### config.mk
export PLATFORM = sky130hd
export DESIGN_NAME = alu_seq
export DESIGN_NICKNAME = d
export VERILOG_FILES = /design/src/rtl/alu_seq_pkg.sv /design/src/rtl/alu_core.sv /design/src/rtl/alu_seq.sv
export SDC_FILE = /design/constraint.sdc
export NUM_CORES = 1
export LEC_CHECK = 0
export CAP_MARGIN = 20
export CORE_AREA = 10 10 94 96
export DETAILED_ROUTE_END_ITERATION = 12
export DIE_AREA = 0 0 104 106
export DONT_BUFFER_PORTS = 1
export GPL_ROUTABILITY_DRIVEN = 1
export PLACE_DENSITY = 0.62
export REMOVE_ABC_BUFFERS = 1
export SLEW_MARGIN = 20
export SYNTH_ARGS = -nofsm -noshare
export SYNTH_HDL_FRONTEND = slang
export SYNTH_SLANG_ARGS = --single-unit
### constraint.sdc
create_clock -name clk -period 2.2 [get_ports clk]
set_input_delay 0.22 -clock clk [delete_from_list [all_inputs] [get_ports clk]]
set_output_delay 0.22 -clock clk [all_outputs]
set_load 0.05 [all_outputs]
### src/rtl/alu_seq_pkg.sv
// alu_seq shared types: opcodes, flag bit positions, FSM states.
// ALU_MUL_EN adds the MUL state to the state enum.
package alu_seq_pkg;

    typedef enum logic [3:0] {
        OP_ADD  = 4'd0,
        OP_SUB  = 4'd1,
        OP_AND  = 4'd2,
        OP_OR   = 4'd3,
        OP_XOR  = 4'd4,
        OP_CMP  = 4'd5,
        OP_SLL  = 4'd6,
        OP_SRL  = 4'd7,
        OP_SRA  = 4'd8,
        OP_ROL  = 4'd9,
        OP_ROR  = 4'd10,
        OP_PASS = 4'd11,
        OP_MUL  = 4'd12
    } op_e;

    localparam int F_C   = 0;
    localparam int F_Z   = 1;
    localparam int F_N   = 2;
    localparam int F_V   = 3;
    localparam int F_S   = 4;
    localparam int F_EQ  = 5;
    localparam int F_RSV = 6;
    localparam int F_ILL = 7;

    typedef enum logic [1:0] {
        ST_IDLE  = 2'd0,
        ST_SHIFT = 2'd1,
`ifdef ALU_MUL_EN
        ST_MUL   = 2'd2,
`endif
        ST_DONE  = 2'd3
    } state_e;

    function automatic logic is_shift(logic [3:0] op);
        return (op >= OP_SLL) && (op <= OP_ROR);
    endfunction

    // Arithmetic-style flag update; EQ is held, ILL cleared.
    function automatic logic [7:0] upd_flags(
        logic [7:0] f,
        logic       c,
        logic       v,
        logic       z,
        logic       n
    );
        logic [7:0] r;
        r        = f;
        r[F_C]   = c;
        r[F_V]   = v;
        r[F_Z]   = z;
        r[F_N]   = n;
        r[F_S]   = n ^ v;
        r[F_RSV] = 1'b0;
        r[F_ILL] = 1'b0;
        return r;
    endfunction

endpackage

### src/rtl/alu_core.sv
// alu_seq single-cycle datapath: next result/flags for
// ADD, SUB, AND, OR, XOR, CMP, PASS and illegal opcodes.
module alu_core
    import alu_seq_pkg::*;
#(
    parameter int WIDTH = 8
) (
    input  logic [3:0]       op,
    input  logic [WIDTH-1:0] a,
    input  logic [WIDTH-1:0] b,
    input  logic [7:0]       flags_in,
    output logic [WIDTH-1:0] res_nxt,
    output logic [7:0]       flags_nxt,
    output logic             res_we
);

    localparam int M = WIDTH - 1;

    logic [WIDTH:0]   sum;
    logic [WIDTH:0]   diff;
    logic [WIDTH-1:0] lres;
    logic             add_v;
    logic             sub_v;

    // Shared adder/subtractor; diff[WIDTH] is the unsigned borrow.
    always_comb begin
        sum   = {1'b0, a} + {1'b0, b};
        diff  = {1'b0, a} - {1'b0, b};
        add_v = (a[M] == b[M]) && (sum[M] != a[M]);
        sub_v = (a[M] != b[M]) && (diff[M] != a[M]);
    end

    // Opcode decode into next result, flags and result write enable.
    always_comb begin
        res_nxt   = '0;
        flags_nxt = flags_in;
        res_we    = 1'b1;
        lres      = '0;
        unique case (op)
            OP_ADD: begin
                res_nxt   = sum[M:0];
                flags_nxt = upd_flags(flags_in, sum[WIDTH], add_v,
                                      sum[M:0] == '0, sum[M]);
            end
            OP_SUB, OP_CMP: begin
                res_nxt   = diff[M:0];
                res_we    = (op == OP_SUB);
                flags_nxt = upd_flags(flags_in, diff[WIDTH], sub_v,
                                      diff[M:0] == '0, diff[M]);
                if (op == OP_CMP) begin
                    flags_nxt[F_EQ] = (a == b);
                end
            end
            OP_AND, OP_OR, OP_XOR, OP_PASS: begin
                case (op)
                    OP_AND:  lres = a & b;
                    OP_OR:   lres = a | b;
                    OP_XOR:  lres = a ^ b;
                    default: lres = b;
                endcase
                res_nxt   = lres;
                flags_nxt = upd_flags(flags_in, 1'b0, 1'b0,
                                      lres == '0, lres[M]);
            end
            default: begin
                res_nxt          = '0;
                flags_nxt[F_RSV] = 1'b0;
                flags_nxt[F_ILL] = 1'b1;
            end
        endcase
    end

endmodule

### src/rtl/alu_seq.sv
// alu_seq: handshaked ALU with iterative shifts/rotates.
// Define ALU_MUL_EN to enable the iterative MUL (op 12).
module alu_seq
    import alu_seq_pkg::*;
#(
    parameter  int WIDTH   = 8,
    localparam int SHAMT_W = $clog2(WIDTH)
) (
    input  logic               clk,
    input  logic               rst_n,
    input  logic               in_valid,
    output logic               in_ready,
    input  logic [3:0]         op,
    input  logic [WIDTH-1:0]   a,
    input  logic [WIDTH-1:0]   b,
    input  logic [SHAMT_W-1:0] shamt,
    output logic               out_valid,
    input  logic               out_ready,
    output logic [WIDTH-1:0]   result,
    output logic [7:0]         flags,
    output logic               busy
);

    localparam int M = WIDTH - 1;

    state_e             state;
    logic [WIDTH-1:0]   work;
    logic [SHAMT_W-1:0] cnt;
    logic [3:0]         sh_op;
    logic [WIDTH-1:0]   sh_nxt;
    logic               sh_bit;
    logic [WIDTH-1:0]   core_res;
    logic [7:0]         core_flags;
    logic               core_we;
    logic               accept;

`ifdef ALU_MUL_EN
    logic [2*WIDTH-1:0] acc;
    logic [2*WIDTH-1:0] mcand;
    logic [WIDTH-1:0]   mplier;
    logic [2*WIDTH-1:0] acc_nxt;
    logic               mul_hi;
`endif

    assign in_ready = (state == ST_IDLE) ||
                      (state == ST_DONE && out_ready);
    assign accept   = in_valid && in_ready;

    alu_core #(
        .WIDTH (WIDTH)
    ) u_core (
        .op        (op),
        .a         (a),
        .b         (b),
        .flags_in  (flags),
        .res_nxt   (core_res),
        .flags_nxt (core_flags),
        .res_we    (core_we)
    );

    // One-bit shift/rotate step of the working register.
    always_comb begin
        sh_nxt = work;
        sh_bit = 1'b0;
        case (sh_op)
            OP_SLL: begin
                sh_nxt = {work[M-1:0], 1'b0};
                sh_bit = work[M];
            end
            OP_SRL: begin
                sh_nxt = {1'b0, work[M:1]};
                sh_bit = work[0];
            end
            OP_SRA: begin
                sh_nxt = {work[M], work[M:1]};
                sh_bit = work[0];
            end
            OP_ROL: begin
                sh_nxt = {work[M-1:0], work[M]};
                sh_bit = work[M];
            end
            default: begin
                sh_nxt = {work[0], work[M:1]};
                sh_bit = work[0];
            end
        endcase
    end

`ifdef ALU_MUL_EN
    // Shift-add step: add the shifted multiplicand for each set b bit.
    always_comb begin
        acc_nxt = acc + (mplier[0] ? mcand : '0);
        mul_hi  = |acc_nxt[2*WIDTH-1:WIDTH];
    end
`endif

    // Control FSM plus result, flag and iteration registers.
    always_ff @(posedge clk or negedge rst_n) begin
        if (!rst_n) begin
            state     <= ST_IDLE;
            result    <= '0;
            flags     <= '0;
            out_valid <= 1'b0;
            busy      <= 1'b0;
            work      <= '0;
            cnt       <= '0;
            sh_op     <= '0;
`ifdef ALU_MUL_EN
            acc       <= '0;
            mcand     <= '0;
            mplier    <= '0;
`endif
        end else if (accept) begin
            if (is_shift(op)) begin
                if (shamt == '0) begin
                    result    <= a;
                    flags     <= upd_flags(flags, 1'b0, 1'b0,
                                           a == '0, a[M]);
                    state     <= ST_DONE;
                    out_valid <= 1'b1;
                    busy      <= 1'b0;
                end else begin
                    work      <= a;
                    cnt       <= shamt;
                    sh_op     <= op;
                    state     <= ST_SHIFT;
                    out_valid <= 1'b0;
                    busy      <= 1'b1;
                end
            end
`ifdef ALU_MUL_EN
            else if (op == OP_MUL) begin
                acc       <= '0;
                mcand     <= {{WIDTH{1'b0}}, a};
                mplier    <= b;
                cnt       <= SHAMT_W'(WIDTH - 1);
                state     <= ST_MUL;
                out_valid <= 1'b0;
                busy      <= 1'b1;
            end
`endif
            else begin
                if (core_we) begin
                    result <= core_res;
                end
                flags     <= core_flags;
                state     <= ST_DONE;
                out_valid <= 1'b1;
                busy      <= 1'b0;
            end
        end else begin
            case (state)
                ST_SHIFT: begin
                    work <= sh_nxt;
                    cnt  <= cnt - 1'b1;
                    if (cnt == SHAMT_W'(1)) begin
                        result    <= sh_nxt;
                        flags     <= upd_flags(flags, sh_bit, 1'b0,
                                               sh_nxt == '0, sh_nxt[M]);
                        state     <= ST_DONE;
                        out_valid <= 1'b1;
                        busy      <= 1'b0;
                    end
                end
`ifdef ALU_MUL_EN
                ST_MUL: begin
                    acc    <= acc_nxt;
                    mcand  <= mcand << 1;
                    mplier <= mplier >> 1;
                    cnt    <= cnt - 1'b1;
                    if (cnt == '0) begin
                        result    <= acc_nxt[M:0];
                        flags     <= upd_flags(flags, mul_hi, mul_hi,
                                               acc_nxt[M:0] == '0,
                                               acc_nxt[M]);
                        state     <= ST_DONE;
                        out_valid <= 1'b1;
                        busy      <= 1'b0;
                    end
                end
`endif
                ST_DONE: begin
                    if (out_ready) begin
                        state     <= ST_IDLE;
                        out_valid <= 1'b0;
                    end
                end
                default: begin
                end
            endcase
        end
    end

endmodule

== Word level (Yosys, flattened, before mapping) ==
Cells that the tools add are included.
Storage, ports and cells
  output and inout bits: 19
  register bits: 35
  word-level logic and storage cells: 123
  bits of input ports: 27
Operators by class
  muxes and demuxes: 45
  magnitude comparators: 2
  add/sub/neg operators: 3
  reductions and logical operators: 29
  bitwise gates (word level): 9
  equal/unequal tests: 25
Operator list (count)
  8-bit two-way mux: 16
  8-bit one-hot mux with 3 select lines: 2
  8-bit zero test: 5
  8-bit one-hot mux with 4 select lines: 1
  6-bit one-hot mux with 3 select lines: 1
  4-bit by 3-bit == test with 1-bit output (second input constant): 4
  1-bit two-way mux: 13
  4-bit == test (second input constant): 3
  2-bit two-way mux: 6
  3-bit two-way mux: 4
  3-bit AND reduction: 4
  8-bit by 8-bit adder with 9-bit output: 1
  8-bit by 8-bit subtractor with 9-bit output: 1
  8-bit bitwise AND: 1
  4-bit by 2-bit == test with 1-bit output (second input constant): 2
  8-bit == test: 1
  8-bit OR: 1
  4-bit AND reduction: 2
  8-bit bitwise XOR: 1
  7-bit OR reduction: 1
  3-bit by 2-bit != test with 1-bit output (second input constant): 2
  3-bit != test (second input constant): 2
  6-bit AND reduction: 1
  1-bit logical AND: 5
  25 further kinds: 33

== Depth between registers and ports, before layout ==
Gate-level depths: netlist (run 1).
  word-level depth: 7
  mapped depth: 13
  mapped depth without buffers: 12

== Cells and area by module ==
From an unflattened synthesis (run 1), not the netlist that was laid out.
Unflattened totals
  cell total of the unflattened synthesis: 466
  area total of the unflattened synthesis: 3802.4 um2
By module, submodules not included
  alu_seq: area each 2143.3 um2, instances 1, sequential area each 850.8 um2, cells each 231
  alu_core: area each 1659.1 um2, instances 1, sequential area each 0.0 um2, cells each 235

== Least setup slack after synthesis (run 1) ==
No wires, ideal clock.
  kind: input-to-reg
  from: input a[1]
  to: register flags[1]
  required time: 2.118 ns
  stages: 12
  buffers on the path: 0
  setup time: 0.082 ns
  data arrival time: 2.505 ns
  path slack: -0.387 ns
  cells stage by stage: inv_1 ha_1 o21bai_1 a21oi_1 o31ai_1 a21oi_1 nor2_1 nor2_1 fa_1 nand3_1 a2111o_1 a31oi_1
Between the ends
  word-level cells in the longest chain between the ends: 7
  elaborated cells on any way between the ends: 15
  classes of those cells: add/sub (2); mux (6); bitwise (3); reduce/logical (4)
RTL lines
  from (decl): line alu_seq.sv:14  | input logic [WIDTH-1:0] a,
  branches (longest 5 deep; another with 8-bit by 8-bit subtractor with 9-bit output)
  8-bit two-way mux *: line alu_seq.sv:114  | if (is_shift(op)) begin
  8-bit two-way mux *: line alu_seq.sv:113  | end else if (accept) begin
  to (signal assigned): line alu_seq.sv:117  | flags <= upd_flags(flags, 1'b0, 1'b0,
  to (signal assigned): line alu_seq.sv:146  | flags <= core_flags;
  to (signal assigned): line alu_seq.sv:158  | flags <= upd_flags(flags, sh_bit, 1'b0,
  to (decl): line alu_seq.sv:20  | output logic [7:0] flags,
Mark *: on every way between the ends. The select of a mux whose other input is x is not followed.
A chain may end at the register's enable or synchronous reset.

== Worst setup path in the final report (run 1) ==
  from: input b[1]
  to: register flags[3]
Between the ends
  word-level cells in the longest chain between the ends: 6
  elaborated cells on any way between the ends: 9
  classes of those cells: add/sub (2); eq/ne (2); mux (3); reduce/logical (2)
RTL lines
  from (decl): line alu_seq.sv:15  | input logic [WIDTH-1:0] b,
  8-bit by 8-bit subtractor with 9-bit output or 8-bit by 8-bit adder with 9-bit output (tied branches): line alu_core.sv:28, alu_core.sv:27
  1-bit != test (on tied branches): line alu_core.sv:30, alu_core.sv:29
  1-bit logical AND (on tied branches): line alu_core.sv:30, alu_core.sv:29
  6-bit one-hot mux with 3 select lines *: line alu_core.sv:39  | unique case (op)
  8-bit two-way mux *: line alu_seq.sv:114
  8-bit two-way mux *: line alu_seq.sv:113
Every way passes the cells marked *; elsewhere a longest branch is shown, timed or not. The select of a mux whose other input is x is not followed.

==> results.ini, run 1 <==
[critical_path]
r2r-start = cnt[0]
rr_endpoint = result[4]
arrival_ns = 2.37
cp-endpoint = flags[3]
reg2reg_depth = 7
crit_path_max_fanout = 5
worst-setup-path-type = primary input to flop
crit_start = b[1]
critPathCaptureType = flop
worst_ep_required_time_ns = 2.38
reg2reg_slack_ns = 0.11
critPathLaunchType = primary input

[clock_network]
clock_path_buffers = 2
htreeDepth = 2
cts_root_buf = clkbuf_8
clock_latency_ns = 0.29
cts.sinks = 33
cts_tree = yes
path_clk_slew_ns = 0.08
numCtsBuffers = 5

[die]
fp.coreArea_sq_um = 7059
initial_core_util_pct = 48.25
rows = 31
die_h_um = 106
ios = 46
die_w_um = 104
die_area_sq_um = 11020

[logic_synthesis]
ys_warn_count = 0
syn_area_sq_um = 3406
yosysTopAreaCellShare_pct = 24.25
synth-edff-count = 0
synth-seq-area-share_pct = 24.25
async_reset_ff_share_pct = 100.0
syn_area_per_cell_sq_um = 8.051
synth_flop_cell = dfrtp_1
ys_top_cells_by_area = dfrtp_1 24%, ha_1 9.6%, o21ai_0 4.3%
syn_inst = 423
ys_types = 73
synth_top_cell_by_area = dfrtp_1
synth-seq-cells = 33

[global_route]
antenna_found_initial = 0
grt_pass1_vias = 3381
grt_max_degree = 34
grtUsageTotal_pct = 18.62
grt_pass1_wl_um = 17260
grt-ovfl-total = 0

[status]
status = finished clean

[placed_design]
hpwlAfterDp_um = 8268
place.gp.congestion = 0.9460
numPortBuffers = 0

[cells_and_area]
layout_commonest_cell = buf_4
antenna_cells = 0
syn2layout_area_growth_pct = 22.59
nNetsFinal = 528
final_cell_mix = 59 x buf_4, 37 x nand2_1, 33 x dfrtp_1
final_layout_size_suffix_gt1_share_pct = 23.04

[job]
max_cap_violations = 0

[timing]
drv_slew = 0
rsz0062_at_grt = yes
max_freq_mhz = 456.0
hold_viol_final = 0
slew_headroom_pct = 52.61
fin_worst_skew_ns = 0.007729
fin_hold_ws_ns = 0.002115
fin_tns_setup_ns = 0
setup_viol = 0
worstMarginPinSlew_ns = 0.7048
post-route-min-period_ns = 2.193
period_share_pct = 99.68

[drt]
wl_per_cell_um = 18.12
wl_um = 10370
firstDrtPassIters = 4
num_vias = 3356
drc_errors = 0
ant_nets = 0
via_per_inst = 5.867
drt_iter0_markers = 124

[worst_hold_path]
hp-class = primary input to flop

[pwr]
ir_drop_mv = 0.3324
leakage_nw = 1.866
power_mw = 4.241
powerDensity_nw_per_um2 = 1016

-- power breakdown --
part           internal [mW]  switching (mW)  total, mW
sequential             0.874           0.661       1.53
combinational           1.05            1.20       2.24
clock                  0.218           0.246      0.465
-- through the flow --
| stage | util, % | worst slack (ns) | cells | cell area [sq um] |
|---|---|---|---|---|
| 2_1_floorplan | - | -0.6048 | 399 | 3279 |
| 3_3_place_gp | 55.26 | -0.4223 | 561 | 3901 |
| 3_5_place_dp | 55.26 | -0.4958 | 561 | 3901 |
| 4_1_cts | 58.33 | -0.005228 | 572 | 4118 |
| 5_1_grt | 59.15 | -0.1012 | 572 | 4175 |
| 6_report | 59.15 | 0.007119 | 572 | 4175 |
-- cells in the mapped netlist, types with 3 or more instances --
library cell   n
nand2b_1       3
fa_1           3
nor4_1         5
nand4_1        3
nor2_1        29
clkbuf_1       7
o21ai_0       29
o21ai_1        4
o21bai_1       3
ha_1          26
buf_2         14
o211ai_1       5
a21o_1         4
nor3_1         8
o31ai_1        5
a22oi_1        4
a221oi_1       4
a2bb2oi_1      8
or4_1          3
nor3b_1        3
nor2b_1       14
nand2_1       37
and2_1         5
mux2_2         6
a21oi_1       26
o221ai_1       4
a31oi_1       11
xnor2_1        7
o22ai_1       10
nand3_1        7
a211oi_1       5
mux2i_1        9
inv_1         30
dfrtp_1       33
-- registers in the layout (all words and copies together), names as in the netlist --
signal / flops
cnt: 3
result: 8
state: 2
work: 8
flags: 7
busy: 1
sh_op: 4
-- worst max-delay path: stages --
cell and delay, ns:
inv_12 0.02, buf_4 0.12, ha_4 0.14, o21bai_1 0.16
a21oi_2 0.20, o31ai_2 0.09, a21oi_1 0.15, nor2_1 0.06
nor2_1 0.13, fa_1 0.46, buf_6 0.14, buf_6 0.10
xnor2_2 0.11, a32oi_1 0.17, o21ai_1 0.09
-- area by class of cell --
class / instances / area, sq um
Tap cell: 99 / 123.9
Timing Repair Buffer: 66 / 546.8
Clock buffer: 5 / 68.82
Fill cell: 653 / 2884
Inverter: 30 / 137.6
Sequential cell: 33 / 825.8
Multi-Input combinational cell: 336 / 2455
Clock inverter: 3 / 17.52
-- logic make-up after synthesis --
family	Yosys count	synth area share (%)
other	1	0.1101
xor gates and xnor gates	9	2.315
and+or+nand+nor	131	19.73
buffers and inverters	54	7.017
DFF	33	24.25
adders and majority gates	29	11.32
muxes	15	4.629
AOI/OAI and AO/OA	151	30.64
-- repair_timing --
action                                 CTS  global route
buffers inserted                         1             0
endpoints found under the hold margin   33             0
setup endpoints to repair                4            13
hold buffers                             2             0
resized for setup                       20            13
pin swaps                               14            10
-- metal layers --
layer | routed length (um) | global-route usage [%] | up-vias
met3 | 554 | 2.838 | 13
li1 | - | - | 1660
met2 | 5237 | 33.74 | 83
met1 | 4412 | 21.99 | 1600
met4 | 161 | 6.163 | 0
met5 | 0 | 0 | -
-- worst min-delay path by stage --
| stage | start | end | slack [ns] | cells after the start |
|---|---|---|---|---|
| after floorplan | rst_n | busy | -0.08 | 0 |
| after global placement | rst_n | result[2] | -0.07 | 0 |
| after detailed placement | rst_n | work[1] | -0.07 | 0 |
| after CTS | op[2] | sh_op[3] | 0.0006 | 1 |
| after global routing | op[2] | sh_op[3] | 0.00003 | 1 |
| final | op[2] | sh_op[3] | 0.002 | 1 |
No activity file was read; power rests on OpenSTA's default activity.
==> run 2: changes to the inputs <==
--- a/config.mk
+++ b/config.mk
@@ -5,6 +5,7 @@
 export SDC_FILE = /design/constraint.sdc
 export NUM_CORES = 1
 export LEC_CHECK = 0
+export ABC_CLOCK_PERIOD_IN_PS = 2200
 export CAP_MARGIN = 20
 export CORE_AREA = 10 10 94 96
 export DETAILED_ROUTE_END_ITERATION = 12
==> results of run 2 <==
The final DEF is identical to that of run 1; final timing and power are the same.
==> run 3: changes to the inputs <==
--- a/config.mk
+++ b/config.mk
@@ -5,7 +5,6 @@
 export SDC_FILE = /design/constraint.sdc
 export NUM_CORES = 1
 export LEC_CHECK = 0
-export ABC_CLOCK_PERIOD_IN_PS = 2200
 export CAP_MARGIN = 20
 export CORE_AREA = 10 10 94 96
 export DETAILED_ROUTE_END_ITERATION = 12
@@ -14,6 +13,7 @@
 export GPL_ROUTABILITY_DRIVEN = 1
 export PLACE_DENSITY = 0.62
 export REMOVE_ABC_BUFFERS = 1
+export SKIP_CTS_REPAIR_TIMING = 1
 export SLEW_MARGIN = 20
 export SYNTH_ARGS = -nofsm -noshare
 export SYNTH_HDL_FRONTEND = slang
==> run 3 against run 2 <==
Compared with the run above: the run now ends with setup timing left; global-route usage down 0.15 points; first-iteration DRC count rose by 29%; critical endpoint is now flags[1]; sequential power barely moved; critical path depth is 3 lower; non-clock buffer count is the same; count of clock-buffer cells in the layout unchanged; largest cell class unchanged; cell area fell by 0.54%; wire length is 0.83% higher.
==> results.ini, run 3 (synthesized netlist as in run 1, its figures left out) <==
[cells_and_area]
antenna_cells = 0  ; unchanged
layout_commonest_cell = buf_4
syn2layout_area_growth_pct = 21.93
reg_top3 = result (8), work (8), flags (7)
final_cell_mix = 62 x buf_4, 37 x nand2_1, 33 x dfrtp_1, 28 x nor2_1, 28 x o21ai_0
finish.utilization_pct = 58.83  ; -0.32 points
nNetsFinal = 528  ; unchanged
design_area_sq_um = 4153  ; -0.54%
final_layout_size_suffix_gt1_share_pct = 23.26  ; +0.21 points

[critical_path]
critPathCaptureType = flop
critPathLaunchType = primary input
critical_path.top_delay_family = compound AO/OA/AOI/OAI gates
cp_common_cell = nor2_1
cp_num_buf_inv = 1  ; -3
path_cells = inv_8 > ha_4 > o21bai_1 > a21oi_2 > o31ai_2 > a21oi_1 > nor2_1 > nor2_1 > fa_1 > nand3_1 > a2111o_1 > a31oi_1
worst_ep_required_time_ns = 2.41  ; +0.03 ns
slowest_delay_ns = 0.59  ; +0.13 ns
r2r-start = sh_op[2]
arrival_ns = 2.48  ; +0.11 ns
critPathSlowestCell = fa_1
worst-setup-path-type = primary input to flop
crit_start = b[1]
crit_path_max_fanout = 5  ; unchanged

[drt]
num_vias = 3339  ; -0.51%
ant_nets = 0  ; unchanged
drt_iter0_markers = 160  ; +29%
drc_errors = 0  ; unchanged
firstDrtPassIters = 4  ; unchanged
wl_um = 10450  ; +0.83%
via_per_inst = 5.837  ; -0.51%
wl_per_cell_um = 18.27  ; +0.83%

[timing]
period_share_pct = 103.1  ; +3.4 points
fin_worst_skew_ns = 0.007255  ; -0.0004731 ns
slew_headroom_pct = 52.28  ; -0.34 points
hold_viol_final = 0  ; unchanged
drv_slew = 0  ; unchanged
setup_viol = 3  ; +3
max_freq_mhz = 441.1  ; -3.3%
post-route-min-period_ns = 2.267  ; +0.07438 ns
fin_tns_setup_ns = -0.08744  ; -0.08744 ns
worstMarginPinSlew_ns = 0.7098  ; +0.004998 ns
rsz0062_at_grt = yes
fin_ws_ns = -0.06726  ; -0.07438 ns

[clock_network]
cts.sinks = 33  ; unchanged
numCtsBuffers = 5  ; unchanged
clock_path_buffers = 2  ; unchanged
cts_root_buf = clkbuf_8
cts_tree = yes
path_clk_slew_ns = 0.08  ; about the same
clock_latency_ns = 0.29  ; about the same
htreeDepth = 2  ; unchanged

[global_route]
grtUsageTotal_pct = 18.46  ; -0.15 points
grt-ovfl-total = 0  ; unchanged
grt_pass1_wl_um = 17130  ; -0.80%
antenna_found_initial = 0  ; unchanged
grt_pass1_vias = 3381  ; unchanged
grt_max_degree = 34  ; unchanged

[pwr]
ir_drop_mv = 0.3336  ; +0.36%
powerDensity_nw_per_um2 = 1015  ; about the same
leakage_nw = 1.850  ; -0.83%

[die]
initial_core_util_pct = 48.25  ; unchanged
ios = 46  ; unchanged
die_area_sq_um = 11020  ; unchanged
fp.coreArea_sq_um = 7059  ; unchanged
rows = 31  ; unchanged
die_w_um = 104  ; unchanged
die_h_um = 106  ; unchanged

[placed_design]
numPortBuffers = 0  ; unchanged
placed_area_sq_um = 3901  ; unchanged
place.gp.congestion = 0.9460  ; unchanged
hpwlAfterDp_um = 8268  ; unchanged

[status]
status = complete, but fails checks
violations = setup timing

[job]
max_cap_violations = 0  ; unchanged

[worst_hold_path]
min_from = op[2]
hp-class = primary input to flop

[run 3: changes by cell type in the layout (fill, tap and decap cells not counted), moves of 2 or more]
cell / delta
buf_4: +3
buf_6: -3
inv_1: -2
inv_12: -2
inv_2: +2
[run 3: worst paths after layout]
check,end,slack (ns),cells after the start
worst min-delay path,sh_op[3],0.0004,1
worst max register to register,flags[1],0.08,8
worst min register to register,work[3],0.54,2
max in group asynchronous,cnt[1],1.65,2
worst max-delay path,flags[1],-0.07,12
min in group asynchronous,work[6],0.37,2
[run 3: layer usage]
layer,up-vias,part of all wire (%),GRT usage [%]
li1,1655,-,-
met1,1581,42,21.63
met2,83,51,33.47
met3,20,5.4,3.080
met4,0,1.9,6.163
met5,-,0,0
[run 3: per-stage QoR]
step | worst slack (ns) | hold WS [ns] | total power, mW | std cells
2_1_floorplan | -0.6048 | -0.07559 | 2.935 | 399
3_3_place_gp | -0.4223 | -0.07360 | 3.642 | 561
5_1_grt | -0.2202 | 0.00004216 | 4.544 | 572
4_1_cts | -0.1932 | -0.3915 | 4.152 | 569
6_report | -0.06726 | 0.0004473 | 4.215 | 572
3_5_place_dp | -0.4958 | -0.07399 | 3.690 | 561
[run 3: final cells by class]
type | count | area (sq um)
clock inverters | 3 | 17.52
fillers | 659 | 2907
clock buffers | 5 | 68.82
well taps | 99 | 123.9
flip-flops and latches | 33 | 825.8
repair buffers | 66 | 535.5
inverters | 30 | 125.1
multi-input cells | 336 | 2456
[run 3: worst register-to-register path, stage by stage (launching register included)]
cell and delay (ns):
dfrtp_1 0.45, nand4bb_1 0.18, a21boi_1 0.33, nor3b_1 0.23, o21ai_0 0.11, nor4_1 0.31, buf_4 0.18, o31ai_1 0.08
a31oi_1 0.16
[run 3: report_power, final]
| part | internal, mW | leakage (nW) | total (mW) | switching [mW] |
|---|---|---|---|---|
| Sequential | 0.874 | 0.410 | 1.53 | 0.660 |
| Clock | 0.218 | 0.0439 | 0.467 | 0.249 |
| Combinational | 1.03 | 1.40 | 2.21 | 1.18 |
